File: src/rtl/ahb_timer_pkg.sv
// Shared constants and types for the AHB-Lite timer peripheral.
package ahb_timer_pkg;

  // Register word offsets (HADDR[4:2])
  localparam logic [2:0] OFF_CTRL     = 3'd0;
  localparam logic [2:0] OFF_LOAD     = 3'd1;
  localparam logic [2:0] OFF_VALUE    = 3'd2;
  localparam logic [2:0] OFF_STATUS   = 3'd3;
  localparam logic [2:0] OFF_PRESCALE = 3'd4;

  // HTRANS encodings
  localparam logic [1:0] HTRANS_IDLE   = 2'b00;
  localparam logic [1:0] HTRANS_BUSY   = 2'b01;
  localparam logic [1:0] HTRANS_NONSEQ = 2'b10;
  localparam logic [1:0] HTRANS_SEQ    = 2'b11;

  // HRESP encodings
  localparam logic HRESP_OKAY  = 1'b0;
  localparam logic HRESP_ERROR = 1'b1;

  localparam logic [2:0] HSIZE_WORD = 3'b010;

  // Bus response sequencer states
  typedef enum logic [1:0] {
    OKAY = 2'd0,
    ERR1 = 2'd1,
    ERR2 = 2'd2
  } resp_state_t;

  // Address-phase information carried into the data phase
  typedef struct packed {
    logic       valid;
    logic       write;
    logic [2:0] off;
  } dphase_t;

endpackage

File: src/rtl/ahb_timer_if.sv
// AHB-Lite slave-side signal bundle for the timer.
//   slave modport : hsel/hready/htrans/hsize/hwrite/haddr/hwdata in,
//                   hreadyout/hresp/hrdata out
//   master modport: the mirror image
interface ahb_timer_if;
  logic        hsel;
  logic        hready;
  logic [1:0]  htrans;
  logic [2:0]  hsize;
  logic        hwrite;
  logic [31:0] haddr;
  logic [31:0] hwdata;
  logic        hreadyout;
  logic        hresp;
  logic [31:0] hrdata;

  modport slave (
    input  hsel, hready, htrans, hsize, hwrite, haddr, hwdata,
    output hreadyout, hresp, hrdata
  );

  modport master (
    output hsel, hready, htrans, hsize, hwrite, haddr, hwdata,
    input  hreadyout, hresp, hrdata
  );
endinterface

File: src/rtl/ahb_timer_prescaler.sv
// Prescaler: emits a one-cycle tick every prescale+1 cycles while enabled.
//   clk, rst  : clock, async active-high reset
//   en        : counting enable (counter held at 0 when low)
//   clr       : restart the count (prescale register being written)
//   prescale  : divide value minus one
//   tick_c    : combinational tick for the current cycle
module timer_prescaler #(
  parameter int unsigned PRE_W = 8
) (
  input  logic             clk,
  input  logic             rst,
  input  logic             en,
  input  logic             clr,
  input  logic [PRE_W-1:0] prescale,
  output logic             tick_c
);

  logic [PRE_W-1:0] cnt_q;

  assign tick_c = en & (cnt_q == prescale);

  // Cycle counter, wraps on each tick
  always_ff @(posedge clk or posedge rst) begin
    if (rst) begin
      cnt_q <= '0;
    end else if (!en || clr || tick_c) begin
      cnt_q <= '0;
    end else begin
      cnt_q <= cnt_q + PRE_W'(1);
    end
  end

endmodule

File: src/rtl/ahb_timer.sv
// AHB-Lite down-counting timer with reload, one-shot/periodic mode and
// level interrupt. Zero-wait register access; two-cycle ERROR response for
// unmapped offsets or non-word transfers.
//   clk, rst  : clock, async active-high reset
//   bus       : ahb_timer_if.slave (AHB-Lite slave signals)
//   timer_irq : STATUS.IRQ & CTRL.IRQEN
// Optional: define AHB_TIMER_PRESCALE_EN to add the PRESCALE register (0x10).
module ahb_timer
  import ahb_timer_pkg::*;
#(
  parameter int unsigned CNT_W = 32,
  parameter int unsigned PRE_W = 8
) (
  input  logic       clk,
  input  logic       rst,
  ahb_timer_if.slave bus,
  output logic       timer_irq
);

  if (CNT_W < 1 || CNT_W > 32 || PRE_W < 1 || PRE_W > 32) begin : g_bad_param
    $error("ahb_timer: CNT_W and PRE_W must lie in 1..32");
  end

  resp_state_t      state_q, state_d;
  logic             hreadyout_q, hreadyout_d;
  logic             hresp_q, hresp_d;
  dphase_t          dp_q, dp_d;
  logic             ap_valid_c, ap_err_c, off_mapped_c;
  logic             ctrl_en_q, ctrl_en_d;
  logic             ctrl_irqen_q, ctrl_irqen_d;
  logic             ctrl_oneshot_q, ctrl_oneshot_d;
  logic [CNT_W-1:0] load_q, load_d;
  logic [CNT_W-1:0] value_q, value_d;
  logic             irq_q, irq_d;
  logic             tick_c, zero_evt_c;
  logic             wr_ctrl_c, wr_load_c, wr_value_c, wr_status_c;
  logic [31:0]      rdata_c;
  logic             unused_c;

  // Address-phase decode
  assign ap_valid_c = bus.hsel & bus.hready & bus.htrans[1];

  always_comb begin
    off_mapped_c = 1'b0;
    case (bus.haddr[4:2])
      OFF_CTRL, OFF_LOAD, OFF_VALUE, OFF_STATUS: off_mapped_c = 1'b1;
`ifdef AHB_TIMER_PRESCALE_EN
      OFF_PRESCALE: off_mapped_c = 1'b1;
`endif
      default: off_mapped_c = 1'b0;
    endcase
  end

  assign ap_err_c = ap_valid_c & (~off_mapped_c | (bus.hsize != HSIZE_WORD));

  // Errored transfers never reach the data phase, so registers stay untouched
  always_comb begin
    dp_d.valid = ap_valid_c & ~ap_err_c;
    dp_d.write = bus.hwrite;
    dp_d.off   = bus.haddr[4:2];
  end

  always_ff @(posedge clk or posedge rst) begin
    if (rst) dp_q <= '0;
    else     dp_q <= dp_d;
  end

  // Response sequencer: state register
  always_ff @(posedge clk or posedge rst) begin
    if (rst) begin
      state_q     <= OKAY;
      hreadyout_q <= 1'b1;
      hresp_q     <= HRESP_OKAY;
    end else begin
      state_q     <= state_d;
      hreadyout_q <= hreadyout_d;
      hresp_q     <= hresp_d;
    end
  end

  // Response sequencer: next state; ERR2 already accepts a new address phase
  always_comb begin
    state_d     = state_q;
    hreadyout_d = 1'b1;
    hresp_d     = HRESP_OKAY;
    case (state_q)
      ERR1:    state_d = ERR2;
      default: state_d = ap_err_c ? ERR1 : OKAY;
    endcase
    if (state_d == ERR1) hreadyout_d = 1'b0;
    if (state_d != OKAY) hresp_d = HRESP_ERROR;
  end

  // Data-phase write strobes
  assign wr_ctrl_c   = dp_q.valid & dp_q.write & (dp_q.off == OFF_CTRL);
  assign wr_load_c   = dp_q.valid & dp_q.write & (dp_q.off == OFF_LOAD);
  assign wr_value_c  = dp_q.valid & dp_q.write & (dp_q.off == OFF_VALUE);
  assign wr_status_c = dp_q.valid & dp_q.write & (dp_q.off == OFF_STATUS);

`ifdef AHB_TIMER_PRESCALE_EN
  logic [PRE_W-1:0] prescale_q;
  logic             wr_prescale_c;

  assign wr_prescale_c = dp_q.valid & dp_q.write & (dp_q.off == OFF_PRESCALE);

  always_ff @(posedge clk or posedge rst) begin
    if (rst)                prescale_q <= '0;
    else if (wr_prescale_c) prescale_q <= bus.hwdata[PRE_W-1:0];
  end

  timer_prescaler #(.PRE_W(PRE_W)) u_prescaler (
    .clk      (clk),
    .rst      (rst),
    .en       (ctrl_en_q),
    .clr      (wr_prescale_c),
    .prescale (prescale_q),
    .tick_c   (tick_c)
  );
`else
  assign tick_c = 1'b1;
`endif

  // Counter, reload and IRQ; bus writes are applied last so they win
  always_comb begin
    ctrl_en_d      = ctrl_en_q;
    ctrl_irqen_d   = ctrl_irqen_q;
    ctrl_oneshot_d = ctrl_oneshot_q;
    load_d         = load_q;
    value_d        = value_q;
    irq_d          = irq_q;
    zero_evt_c     = ctrl_en_q & tick_c & (value_q == '0);
    if (ctrl_en_q & tick_c) begin
      if (value_q != '0)      value_d = value_q - CNT_W'(1);
      else if (!ctrl_oneshot_q) value_d = load_q;
    end
    if (zero_evt_c) begin
      irq_d = 1'b1;
      if (ctrl_oneshot_q) ctrl_en_d = 1'b0;
    end else if (wr_status_c & bus.hwdata[0]) begin
      irq_d = 1'b0;
    end
    if (wr_ctrl_c) {ctrl_oneshot_d, ctrl_irqen_d, ctrl_en_d} = bus.hwdata[2:0];
    if (wr_load_c)  load_d  = bus.hwdata[CNT_W-1:0];
    if (wr_value_c) value_d = bus.hwdata[CNT_W-1:0];
  end

  always_ff @(posedge clk or posedge rst) begin
    if (rst) begin
      ctrl_en_q      <= 1'b0;
      ctrl_irqen_q   <= 1'b0;
      ctrl_oneshot_q <= 1'b0;
      load_q         <= '0;
      value_q        <= '0;
      irq_q          <= 1'b0;
      timer_irq      <= 1'b0;
    end else begin
      ctrl_en_q      <= ctrl_en_d;
      ctrl_irqen_q   <= ctrl_irqen_d;
      ctrl_oneshot_q <= ctrl_oneshot_d;
      load_q         <= load_d;
      value_q        <= value_d;
      irq_q          <= irq_d;
      timer_irq      <= irq_d & ctrl_irqen_d;
    end
  end

  // Read data is live register contents during a read data phase, else 0
  always_comb begin
    rdata_c = '0;
    if (dp_q.valid & ~dp_q.write) begin
      case (dp_q.off)
        OFF_CTRL:     rdata_c = {29'b0, ctrl_oneshot_q, ctrl_irqen_q, ctrl_en_q};
        OFF_LOAD:     rdata_c = 32'(load_q);
        OFF_VALUE:    rdata_c = 32'(value_q);
        OFF_STATUS:   rdata_c = {31'b0, irq_q};
`ifdef AHB_TIMER_PRESCALE_EN
        OFF_PRESCALE: rdata_c = 32'(prescale_q);
`endif
        default:      rdata_c = '0;
      endcase
    end
  end

  assign bus.hrdata    = rdata_c;
  assign bus.hreadyout = hreadyout_q;
  assign bus.hresp     = hresp_q;

  assign unused_c = ^{bus.haddr[31:5], bus.haddr[1:0], bus.htrans[0], bus.hwdata};

endmodule

File: src/flat_wrapper.sv
// flat-port wrapper written by rule: the top's interface ports become plain ports
module ahb_timer_flat import ahb_timer_pkg::*;
#(
  parameter int unsigned CNT_W = 32,
  parameter int unsigned PRE_W = 8
)
  (clk, rst, timer_irq, bus_hsel, bus_hready, bus_htrans, bus_hsize, bus_hwrite, bus_haddr, bus_hwdata, bus_hreadyout, bus_hresp, bus_hrdata);
  ahb_timer_if bus_i ();
  input  logic clk;
  input  logic rst;
  output logic timer_irq;
  input wire logic [$bits(bus_i.hsel)-1:0] bus_hsel;
  input wire logic [$bits(bus_i.hready)-1:0] bus_hready;
  input wire logic [$bits(bus_i.htrans)-1:0] bus_htrans;
  input wire logic [$bits(bus_i.hsize)-1:0] bus_hsize;
  input wire logic [$bits(bus_i.hwrite)-1:0] bus_hwrite;
  input wire logic [$bits(bus_i.haddr)-1:0] bus_haddr;
  input wire logic [$bits(bus_i.hwdata)-1:0] bus_hwdata;
  output wire logic [$bits(bus_i.hreadyout)-1:0] bus_hreadyout;
  output wire logic [$bits(bus_i.hresp)-1:0] bus_hresp;
  output wire logic [$bits(bus_i.hrdata)-1:0] bus_hrdata;
  assign bus_i.hsel = bus_hsel;
  assign bus_i.hready = bus_hready;
  assign bus_i.htrans = bus_htrans;
  assign bus_i.hsize = bus_hsize;
  assign bus_i.hwrite = bus_hwrite;
  assign bus_i.haddr = bus_haddr;
  assign bus_i.hwdata = bus_hwdata;
  assign bus_hreadyout = bus_i.hreadyout;
  assign bus_hresp = bus_i.hresp;
  assign bus_hrdata = bus_i.hrdata;
  ahb_timer #(.CNT_W(CNT_W), .PRE_W(PRE_W)) u_core (.clk(clk), .rst(rst), .bus(bus_i), .timer_irq(timer_irq));
endmodule
File: config.mk
export PLATFORM = sky130hd
export DESIGN_NAME = ahb_timer_flat
export DESIGN_NICKNAME = d
export VERILOG_FILES = /design/src/rtl/ahb_timer_pkg.sv /design/src/rtl/ahb_timer_if.sv /design/src/rtl/ahb_timer_prescaler.sv /design/src/rtl/ahb_timer.sv /design/src/flat_wrapper.sv
export SDC_FILE = /design/constraint.sdc
export NUM_CORES = 1
export LEC_CHECK = 0
export CAP_MARGIN = 20
export CORE_ASPECT_RATIO = 0.5
export CORE_MARGIN = 5
export CORE_UTILIZATION = 46
export DETAILED_ROUTE_END_ITERATION = 8
export MAX_ROUTING_LAYER = met4
export PLACE_DENSITY = 0.79
export SETUP_SLACK_MARGIN = 0.05
export SLEW_MARGIN = 0
export SYNTH_ARGS = -nofsm -noshare
export SYNTH_HDL_FRONTEND = slang
export SYNTH_HIERARCHICAL = 1
export SYNTH_SLANG_ARGS = --single-unit
File: constraint.sdc
create_clock -name clk -period 2.51 [get_ports clk]
set_clock_uncertainty 0.1 [all_clocks]
set_input_delay 0.3765 -clock clk [delete_from_list [all_inputs] [get_ports clk]]
set_output_delay 0.3765 -clock clk [all_outputs]
set_load 0.02 [all_outputs]
After elaboration in Yosys (flattened, before gate mapping)
Cells that the tools add are included.
{"block": "word_totals", "register_bits": 78, "latch_bits": 0, "ram_bits": 0, "romBits": 0, "output_inout_bits": 35, "wordCells": 69, "n_memories": 0}
{"block": "classes", "addsub": 1, "multipliers": 0, "div_mod_pow": 0, "magnitude_cmp": 0, "n_eq_ne": 10, "n_shift": 0, "muxes": 17, "bitwise_logic": 17, "n_reduce_logical": 11}
{"cell": "$mux 32", "n": 5}
{"cell": "$pmux 32 s4", "n": 1}
{"cell": "$logic_not 32->1", "n": 1}
{"cell": "$reduce_bool 32->1", "n": 1}
{"cell": "$sub 32x1->32 const B", "n": 1}
{"cell": "$and 1x1->1", "n": 13}
{"cell": "$eq 3x2->1 const B", "n": 4}
{"cell": "$mux 1", "n": 10}
{"cell": "$reduce_bool 2->1", "n": 4}
{"cell": "$eq 3x1->1 const B", "n": 2}
{"cell": "$logic_not 3->1", "n": 2}
{"cell": "$eq 2x1->1 const B", "n": 2}
{"cell": "$reduce_and 2->1", "n": 2}
{"cell": "$reduce_or 4->1", "n": 1}
{"cell": "$ne 3x2->1 const B", "n": 1}
{"cell": "$ne 3x3->1 const B", "n": 1}
{"cell": "$not 1->1", "n": 3}
{"cell": "$mux 2", "n": 1}
{"cell": "$or 1x1->1", "n": 1}

Longest topological paths before layout
Gate-level depths: netlist of run 1.
{"block": "depth", "word_depth": 10, "ltp_mapped": 10, "mapped_depth_nobuf": 8}

Worst setup path before layout of run 1
No wires, ideal clock.
{"block": "synth_timing", "path_type": "register -> output", "from": "reg u_core/dp_q[1] in the netlist's numbering", "to": "out bus_hrdata[21]", "t_arrival_ps": 1796, "setup_slack_ps": 238, "stages_incl_launch_ff": 7, "path_cell_list": "dfrtp_1 buf_2 nor3b_1 clkbuf_1 clkbuf_1 a22oi_1 nor2_1"}
{"block": "synth_via", "elab_chain_len": 3}
{"item": "from (decl)", "line_no": "ahb_timer.sv:27", "rtl": "dphase_t dp_q, dp_d;"}
{"item": "from (signal assigned)", "line_no": "ahb_timer.sv:65", "rtl": "else dp_q <= dp_d;"}
{"item": "$eq 3x2->1 (tied with other cells)", "line_no": "ahb_timer.sv:171", "rtl": "case (dp_q.off)"}
{"item": "$pmux 32 s4 *", "line_no": "ahb_timer.sv:171"}
{"item": "$mux 32 *", "line_no": "ahb_timer.sv:170", "rtl": "if (dp_q.valid & ~dp_q.write) begin"}
{"item": "to (decl)", "line_no": "flat_wrapper.sv:21", "rtl": "output wire logic [$bits(bus_i.hrdata)-1:0] bus_hrdata;"}
Every way passes the cells marked *; elsewhere a longest branch is shown, timed or not.

Worst setup path in the final report of run 1
{"block": "layout_timing", "from": "reg u_core/dp_q[3] in the netlist's numbering", "to": "out bus_hrdata[8]"}
{"block": "layout_via", "elab_chain_len": 3}
{"item": "$not 1->1", "line_no": "ahb_timer.sv:170"}
{"item": "$and 1x1->1", "line_no": "ahb_timer.sv:170"}
{"item": "$mux 32", "line_no": "ahb_timer.sv:170"}
No other way between the ends.

==> metrics, run 1 <==
status finished clean; final std cells w/o fill slightly below 800; Final ANT Viol Nets 0; ranking of synthesized cells by area dfrtp_1 40%, mux2_2 7.7%, nor2_1 5.5%, a22oi_1 4.8%, nand2_1 3.5%; most common cell in the netlist dfrtp_1; HP Class input port to asynchronous set/reset pin; first-pass GRT wire length 24,250 um; Seq/Total Area, Yosys 0.4032; Slew headroom 0.6288; crit start category flip-flop; post-DP HPWL between 10,000 and 15,000 um; Initial DRC Count between 400 and 500; post-synthesis cell type count 66; CP delay by family, top simple AND/OR/NAND/NOR gates; clock transition at the registers of the reported paths around 70 ps; Hold Slack 268.8 ps; Mapped Cells about 530; CTS tree built; placer congestion estimate roughly 0.9; unrepaired setup endpoints after global routing yes; crit path max fanout 15; Period minus WS final between 2000 and 2500 ps; syn avg cell area just over 9 um2; synthesized area around 4800 um2; Slew Viols, Final 0; Worst Path Arrival between 1500 and 2000 ps; top cells by count, synth 77 x dfrtp_1, 71 x nor2_1, 45 x nand2_1; leakage dissipation approximately 2.8 nW; Max Clock Freq 412.0 MHz; Setup CP Type flip-flop to primary output; Peak VDD IR ~0.00035 V; vias in the first global route roughly 4,600; WL/cell 19.04 um; clk buf depth 2; die height 82.57 um; number of max-cap violations 0; Slowest-stage cell, CP or3b_2; Async SR Flop Fraction 1.000; CP Data Required Time ~2000 ps; slew at the pin with the worst max-slew slack 552.6 ps; CP endpoint kind primary output; # IOs between 100 and 150; warnings from Yosys 6; Yosys reg bits between 70 and 80; CP peak stage delay between 400 and 500 ps; H-tree depth 3; DR vias ~4,700; Final nets approximately 700; CP Buf/Inv Count 2; Num CTS Buffers 9; core box area ~10,000 um2; count of clock tree sinks slightly below 80; grt ovf 0; # port buffers 78; Total GRT Usage 0.2467; clock latency on the worst-skew pair between 300 and 400 ps; endpoints failing hold 0; P per Cell Area between 600 and 700 nW/um2; Pre-antenna DRT Iters 5; Initial Util 0.4728; Period Utilization, post-route 0.9669; crit-path cells or3b_2 > buf_4 > nor2_1 > dlygate4sd2_1; vias per inst between 6 and 7; total die area around 13,000 um2; dpl cells roughly 760; EDFF count, synth 0; Yosys top cell area share 0.3977; antenna fix cells 0; Fillers roughly 850; layout cell share with drive strength beyond 1 0.2166; # setup viols final 0; post-synth top area cell dfrtp_1; final WL approximately 15,000 um; Syn Nets just over 600; largest net degree at the start of global routing between 60 and 70; Root Driver clkbuf_16; antenna violations before repair 0; Most used DFF post-synth dfrtp_1; row count 26; Layout area overhead 30.37%; drt drc 0; Die X around 160 um
## flip-flops by register name, indices dropped and copies added (netlist names)
name,cells
u_core/timer_irq,1
u_core/ctrl_en_q,1
u_core/ctrl_irqen_q,1
u_core/value_q,32
u_core/bus.hresp,1
u_core/bus.hreadyout,1
u_core/ctrl_oneshot_q,1
u_core/state_q,2
u_core/irq_q,1
u_core/load_q,32
u_core/dp_q,5
## final timing paths
| path | from | endpoint | slack [ps] | cells after the start |
|---|---|---|---|---|
| setup / recovery | u_core/dp_q[3] | bus_hrdata[8] | 80 | 4 |
| hold / removal | rst | u_core/bus.hresp | 270 | 2 |
| setup reg to reg | u_core/value_q[1] | u_core/value_q[20] | 160 | 10 |
| hold reg to reg | u_core/state_q[0] | u_core/state_q[1] | 400 | 2 |
| max in group asynchronous | rst | u_core/load_q[28] | 1370 | 3 |
| min in group clk | bus_hwrite | u_core/dp_q[3] | 370 | 1 |
## power breakdown
group | leakage (nW) | switching (mW) | internal (mW) | total, mW
Combinational | 1.63 | 0.484 | 0.471 | 0.955
Sequential | 0.988 | 0.247 | 1.41 | 1.65
Clock | 0.143 | 0.585 | 0.695 | 1.28
## worst reg2reg max path, cell delays in order, from the launching register on
cell,delay (ps)
dfrtp_1,360
inv_1,70
ha_1,200
nor4b_4,140
buf_4,170
and4_1,200
buf_4,180
a22oi_1,160
nor2_1,50
or4_1,510
a21oi_1,140
## metal layers
layer  track usage  vias to the layer above  part of all wire
li1              -                     2149                 -
met1        0.3352                     2268              0.46
met2        0.3792                      226              0.45
met3       0.04945                       26             0.077
met4       0.07048                        0             0.014
met5             -                        -                 0
## timing repair
action | CTS | global route
cloned | 0 | 0
hold endpoints to repair | 0 | 0
buffers inserted | 0 | 5
hold buffers | 0 | 0
setup endpoints to repair | 32 | 46
pin swaps | 0 | 2
gates resized for setup | 35 | 12
## cell type report
| class | count | area, um2 | area share |
|---|---|---|---|
| Clock buffer | 9 | 225.2 | 0.03566 |
| Multi-Input combinational cell | 400 | 2676 | 0.4237 |
| Sequential cell | 78 | 1956 | 0.3096 |
| Timing Repair Buffer | 135 | 1189 | 0.1882 |
| Inverter | 8 | 33.78 | 0.005349 |
| Tap cell | 140 | 175.2 | 0.02773 |
| Clock inverter | 7 | 61.31 | 0.009707 |
## cell families (layout without fill, tap and decap cells)
group | Yosys count | after routing | share of synthesized area
compound gates | 134 | 134 | 0.1924
fa+ha+maj | 2 | 2 | 0.005164
simple gates | 213 | 213 | 0.2384
buf+inv | 50 | 159 | 0.04778
mux | 38 | 38 | 0.08962
flops | 78 | 78 | 0.4032
xor+xnor | 13 | 13 | 0.02350
## cell usage in the layout, fill, tap and decap left out, types with 6 or more instances in the layout
cell             Yosys  routed
a21oi_1             33      33
a221o_1              6       6
a22oi_1             31      31
and3_1              14      14
buf_4                4      53
clkbuf_16            0       9
clkdlybuf4s50_1      0      46
dfrtp_1             77      75
dlygate4sd2_1        0      26
inv_1                8       7
inv_6                0       7
mux2_2              33      33
nand2_1             45      45
nand3_1             17      17
nor2_1              71      70
nor3_1              16      15
o21ai_0              9       9
o21ai_1             12      12
xnor2_1             11      11
## stage by stage
step | setup TNS [ps] | area (um2) | utilization | setup WS, ps | total power [mW]
2_1_floorplan | 0 | 4848 | - | 237.7 | 2.212
3_3_place_gp | 0 | 6033 | 0.5888 | 155.0 | 2.538
3_5_place_dp | 0 | 6033 | 0.5888 | 140.0 | 2.569
4_1_cts | 0 | 6286 | 0.6134 | 84.46 | 3.864
5_1_grt | -31.81 | 6316 | 0.6164 | -18.26 | 4.066
6_report | 0 | 6316 | 0.6164 | 82.98 | 3.888
(Power assumes the default switching activity.)
==> run 2, diff against run 1 <==
--- a/config.mk
+++ b/config.mk
@@ -13,6 +13,7 @@
 export MAX_ROUTING_LAYER = met4
 export PLACE_DENSITY = 0.79
 export SETUP_SLACK_MARGIN = 0.05
+export SKIP_CTS_REPAIR_TIMING = 1
 export SLEW_MARGIN = 0
 export SYNTH_ARGS = -nofsm -noshare
 export SYNTH_HDL_FRONTEND = slang
==> metrics, run 2 (same netlist as run 1, synthesis figures left out) <==
Period Utilization, post-route 1.057; multi-input logic area around 2700 um2; Num CTS Buffers 9; CP peak stage delay about 600 ps; leakage dissipation approximately 3.2 nW; most common cell after layout, fill and taps aside dfrtp_1; antenna violations before repair 0; endpoints failing hold 0; unrepaired setup endpoints after global routing yes; antenna fix cells 0; Peak VDD IR 0.0003472 V; commonest cells after routing, fill and taps aside 75 x dfrtp_1, 70 x nor2_1, 53 x buf_4; vias per inst approximately 6.0; clock latency on the worst-skew pair between 300 and 400 ps; first-pass GRT wire length 24,270 um; Total GRT Usage 0.2468; Finished Core Util 0.6297; vias in the first global route 4,609; final WL roughly 15,000 um; Slew Viols, Final 0; Max Clock Freq between 300 and 400 MHz; Root Driver clkbuf_16; clock transition at the registers of the reported paths roughly 70 ps; die height just over 80 um; total die area approximately 13,000 um2; Worst Path Arrival 2180 ps; CP endpoint kind primary output; clk buf depth 2; H-tree depth 3; # port buffers around 80; Fillers about 820; Die X between 150 and 200 um; # IOs roughly 110; Slowest-stage cell, CP clkdlybuf4s50_1; slew at the pin with the worst max-slew slack between 500 and 600 ps; status finished, violations left; count of clock tree sinks 78; grt ovf 0; CP delay by family, top buffers and inverters; WL/cell around 19 um; largest net degree at the start of global routing 63; Period minus WS final approximately 2700 ps; failing checks setup timing; Initial DRC Count between 400 and 500; CTS tree built; CP Buf/Inv Count 2; core box area 10,250 um2; worst setup margin -143.4 ps; Final Cell Area approximately 6500 um2; Setup CP Type flip-flop to primary output; HP Class input port to asynchronous set/reset pin; placer congestion estimate approximately 0.9; Post-Place Setup Slack approximately 140 ps; crit-path cells or3b_2 > buf_4 > nor2_1 > clkdlybuf4s50_1; layout cell share with drive strength beyond 1 0.2104; biggest regs u_core/load_q: 32 flops, u_core/value_q: 32 flops, u_core/dp_q: 5 flops; placed inst area around 6000 um2; post-DP HPWL ~10,000 um; Final nets 708; DR vias 4,663; drt drc 0; # setup viols final 1; Slew headroom 0.6435; Pre-antenna DRT Iters 6; P per Cell Area 602.6 nW/um2; row count 26; Sequential cell area approximately 2000 um2; Layout area overhead 33.19%; Final ANT Viol Nets 0; number of max-cap violations 0; Initial Util 0.4728; crit start category flip-flop; crit path max fanout 17; CP Data Required Time 2030 ps
run 2: cell count changes in the layout (fill, tap and decap cells not counted):
| cell | delta |
|---|---|
| clkbuf_2 | -4 |
| clkdlybuf4s15_1 | -2 |
| clkdlybuf4s50_1 | +1 |
| dlygate4sd2_1 | -26 |
| dlymetal6s2s_1 | +31 |
| nor3b_2 | -1 |
| nor3b_4 | +1 |
run 2: per-stage QoR:
step | hold slack, ps | cells | setup TNS, ps | power, mW
after floorplan | 307.9 | 528 | 0 | 2.212
after global placement | 368.3 | 756 | 0 | 2.538
after detailed placement | 398.2 | 756 | 0 | 2.569
after CTS | 276.8 | 772 | -6124 | 3.863
after global routing | 300.3 | 777 | -205.0 | 4.068
final | 264.8 | 777 | -143.4 | 3.888
run 2: layout make-up:
type                            instances  share of cell area
Clock inverter                          7            0.009502
Multi-Input combinational cell        400              0.4157
Clock buffer                            9             0.03490
Tap cell                              140             0.02715
Inverter                                8            0.005236
Sequential cell                        78              0.3031
Timing Repair Buffer                  135              0.2044
run 2: metal layers:
layer,vias up,wire length (um),GRT usage
li1,2144,-,-
met3,22,1397,0.05258
met4,0,153,0.07048
met1,2247,6648,0.3323
met5,-,0,-
met2,250,6692,0.3810
run 2: power by group:
part           switching [mW]  leakage [nW]  internal, mW
clock network           0.582         0.143         0.695
registers               0.250         0.988          1.41
logic                   0.482          2.08         0.472
total                    1.31          3.21          2.57
run 2: final timing paths:
path	from	endpoint	slack (ps)	cells after the start
min in group clk	bus_hwrite	u_core/dp_q[3]	370	1
worst min-delay path	rst	u_core/bus.hresp	260	2
max in group asynchronous	rst	u_core/load_q[30]	1390	3
worst max-delay path	u_core/dp_q[4]	bus_hrdata[18]	-140	4
worst min register to register	u_core/state_q[0]	u_core/state_q[1]	400	2
worst max register to register	u_core/value_q[1]	u_core/value_q[7]	130	10
==> run 3, diff against run 2 <==
--- a/config.mk
+++ b/config.mk
@@ -8,10 +8,10 @@
 export CAP_MARGIN = 20
 export CORE_ASPECT_RATIO = 0.5
 export CORE_MARGIN = 5
-export CORE_UTILIZATION = 46
+export CORE_UTILIZATION = 25
 export DETAILED_ROUTE_END_ITERATION = 8
 export MAX_ROUTING_LAYER = met4
-export PLACE_DENSITY = 0.79
+export PLACE_DENSITY = 0.58
 export SETUP_SLACK_MARGIN = 0.05
 export SKIP_CTS_REPAIR_TIMING = 1
 export SLEW_MARGIN = 0
==> metrics, run 3 (same netlist as run 1, synthesis figures left out) <==
status finished clean; Slew headroom 0.6507; final WL ~16,000 um; Total GRT Usage 0.1479; layout cell share with drive strength beyond 1 0.2000; clock latency on the worst-skew pair 350 ps; most common cell after layout, fill and taps aside dfrtp_1; crit start category flip-flop; CTS tree built; CP Data Required Time roughly 2000 ps; Pre-antenna DRT Iters 5; WL/cell approximately 18 um; Finished Core Util 0.3425; antenna fix cells 0; slew at the pin with the worst max-slew slack approximately 520 ps; Slew Viols, Final 0; die height about 110 um; clk buf depth 2; crit path max fanout 13; row count 36; crit-path cells or3b_2 > buf_4 > nor2b_1 > dlymetal6s2s_1; largest net degree at the start of global routing 79; total die area 22,430 um2; post-DP HPWL around 11,000 um; # port buffers 78; Initial DRC Count about 340; clock transition at the registers of the reported paths roughly 60 ps; grt ovf 0; drt drc 0; vias in the first global route 4,539; endpoints failing hold 0; Max Clock Freq between 400 and 500 MHz; antenna violations before repair 0; HP Class input port to flip-flop; Layout area overhead 35.98%; Die X about 210 um; leakage dissipation ~3.2 nW; number of max-cap violations 0; Initial Util 0.2519; Fillers between 1,500 and 2,000; Final Cell Area ~6600 um2; first-pass GRT wire length 25,190 um; placed inst area 6206 um2; Peak VDD IR around 0.00028 V; # setup viols final 0; CP peak stage delay about 480 ps; CP Buf/Inv Count 2; P per Cell Area 584.9 nW/um2; unrepaired setup endpoints after global routing yes; CP endpoint kind primary output; biggest regs u_core/load_q: 32 flops, u_core/value_q: 32 flops, u_core/dp_q: 5 flops; H-tree depth 3; Period Utilization, post-route 0.9506; Worst Path Arrival around 1900 ps; # IOs between 100 and 150; core box area 19,230 um2; CP delay by family, top simple AND/OR/NAND/NOR gates; vias per inst around 5; Period minus WS final roughly 2400 ps; Slowest-stage cell, CP or3b_2; Setup CP Type flip-flop to primary output; DR vias 4,500; Final ANT Viol Nets 0; commonest cells after routing, fill and taps aside 77 x dfrtp_1, 69 x nor2_1, 46 x clkdlybuf4s50_1; Final nets 701; count of clock tree sinks 78; Root Driver clkbuf_16; Num CTS Buffers 9; placer congestion estimate between 0.8 and 0.9
run 3: changes by cell type in the layout (fill, tap and decap cells not counted), sizes merged:
cell	delta
buf	-7
inv	-7
clkinv	+4
clkinvlp	+2
bufinv	+1
clkdlybuf4s50	-1
dlymetal6s2s	+1
run 3: where the power goes:
| group | switching [mW] | leakage, nW | total, mW | internal, mW |
|---|---|---|---|---|
| Combinational | 0.451 | 2.07 | 0.899 | 0.448 |
| Sequential | 0.242 | 0.990 | 1.65 | 1.41 |
| Clock | 0.542 | 0.141 | 1.30 | 0.763 |
run 3: layer usage:
layer,GRT usage,vias to the layer above,wire [um]
li1,-,2135,-
met1,0.1939,2242,7417
met2,0.2313,105,7399
met3,0.03206,18,796
met4,0.04383,0,291
met5,-,-,0
run 3: per-stage QoR:
stage / total power [mW] / hold WS (ps) / instances / setup slack (ps) / setup TNS (ps)
after floorplan: 2.212 / 307.9 / 528 / 237.7 / 0
after global placement: 2.538 / 373.3 / 879 / 73.09 / 0
after detailed placement: 2.562 / 383.9 / 879 / 62.12 / 0
after CTS: 3.889 / 351.6 / 895 / -338.5 / -6771
after global routing: 4.063 / 351.8 / 896 / 0.6746 / 0
final: 3.853 / 367.4 / 896 / 124.1 / 0
run 3: path summary, 6_finish.rpt:
path | slack [ps] | start | cells past startpoint | endpoint
min in group asynchronous | 410 | rst | 3 | u_core/bus.hresp
max in group asynchronous | 1570 | rst | 3 | u_core/load_q[28]
min | 370 | bus_hwrite | 1 | u_core/dp_q[3]
max | 120 | u_core/dp_q[2] | 4 | bus_hrdata[0]
max reg2reg | 180 | u_core/value_q[0] | 6 | u_core/value_q[29]
min reg2reg | 390 | u_core/state_q[0] | 2 | u_core/state_q[1]
run 3: area by class of cell:
cell class / instances / area [um2] / area share
well taps: 266 / 332.8 / 0.05052
clock buffers: 9 / 225.2 / 0.03419
inverters: 8 / 33.78 / 0.005128
flip-flops and latches: 78 / 1953 / 0.2965
repair buffers: 128 / 1299 / 0.1972
clock inverters: 7 / 65.06 / 0.009877
multi-input cells: 400 / 2679 / 0.4066
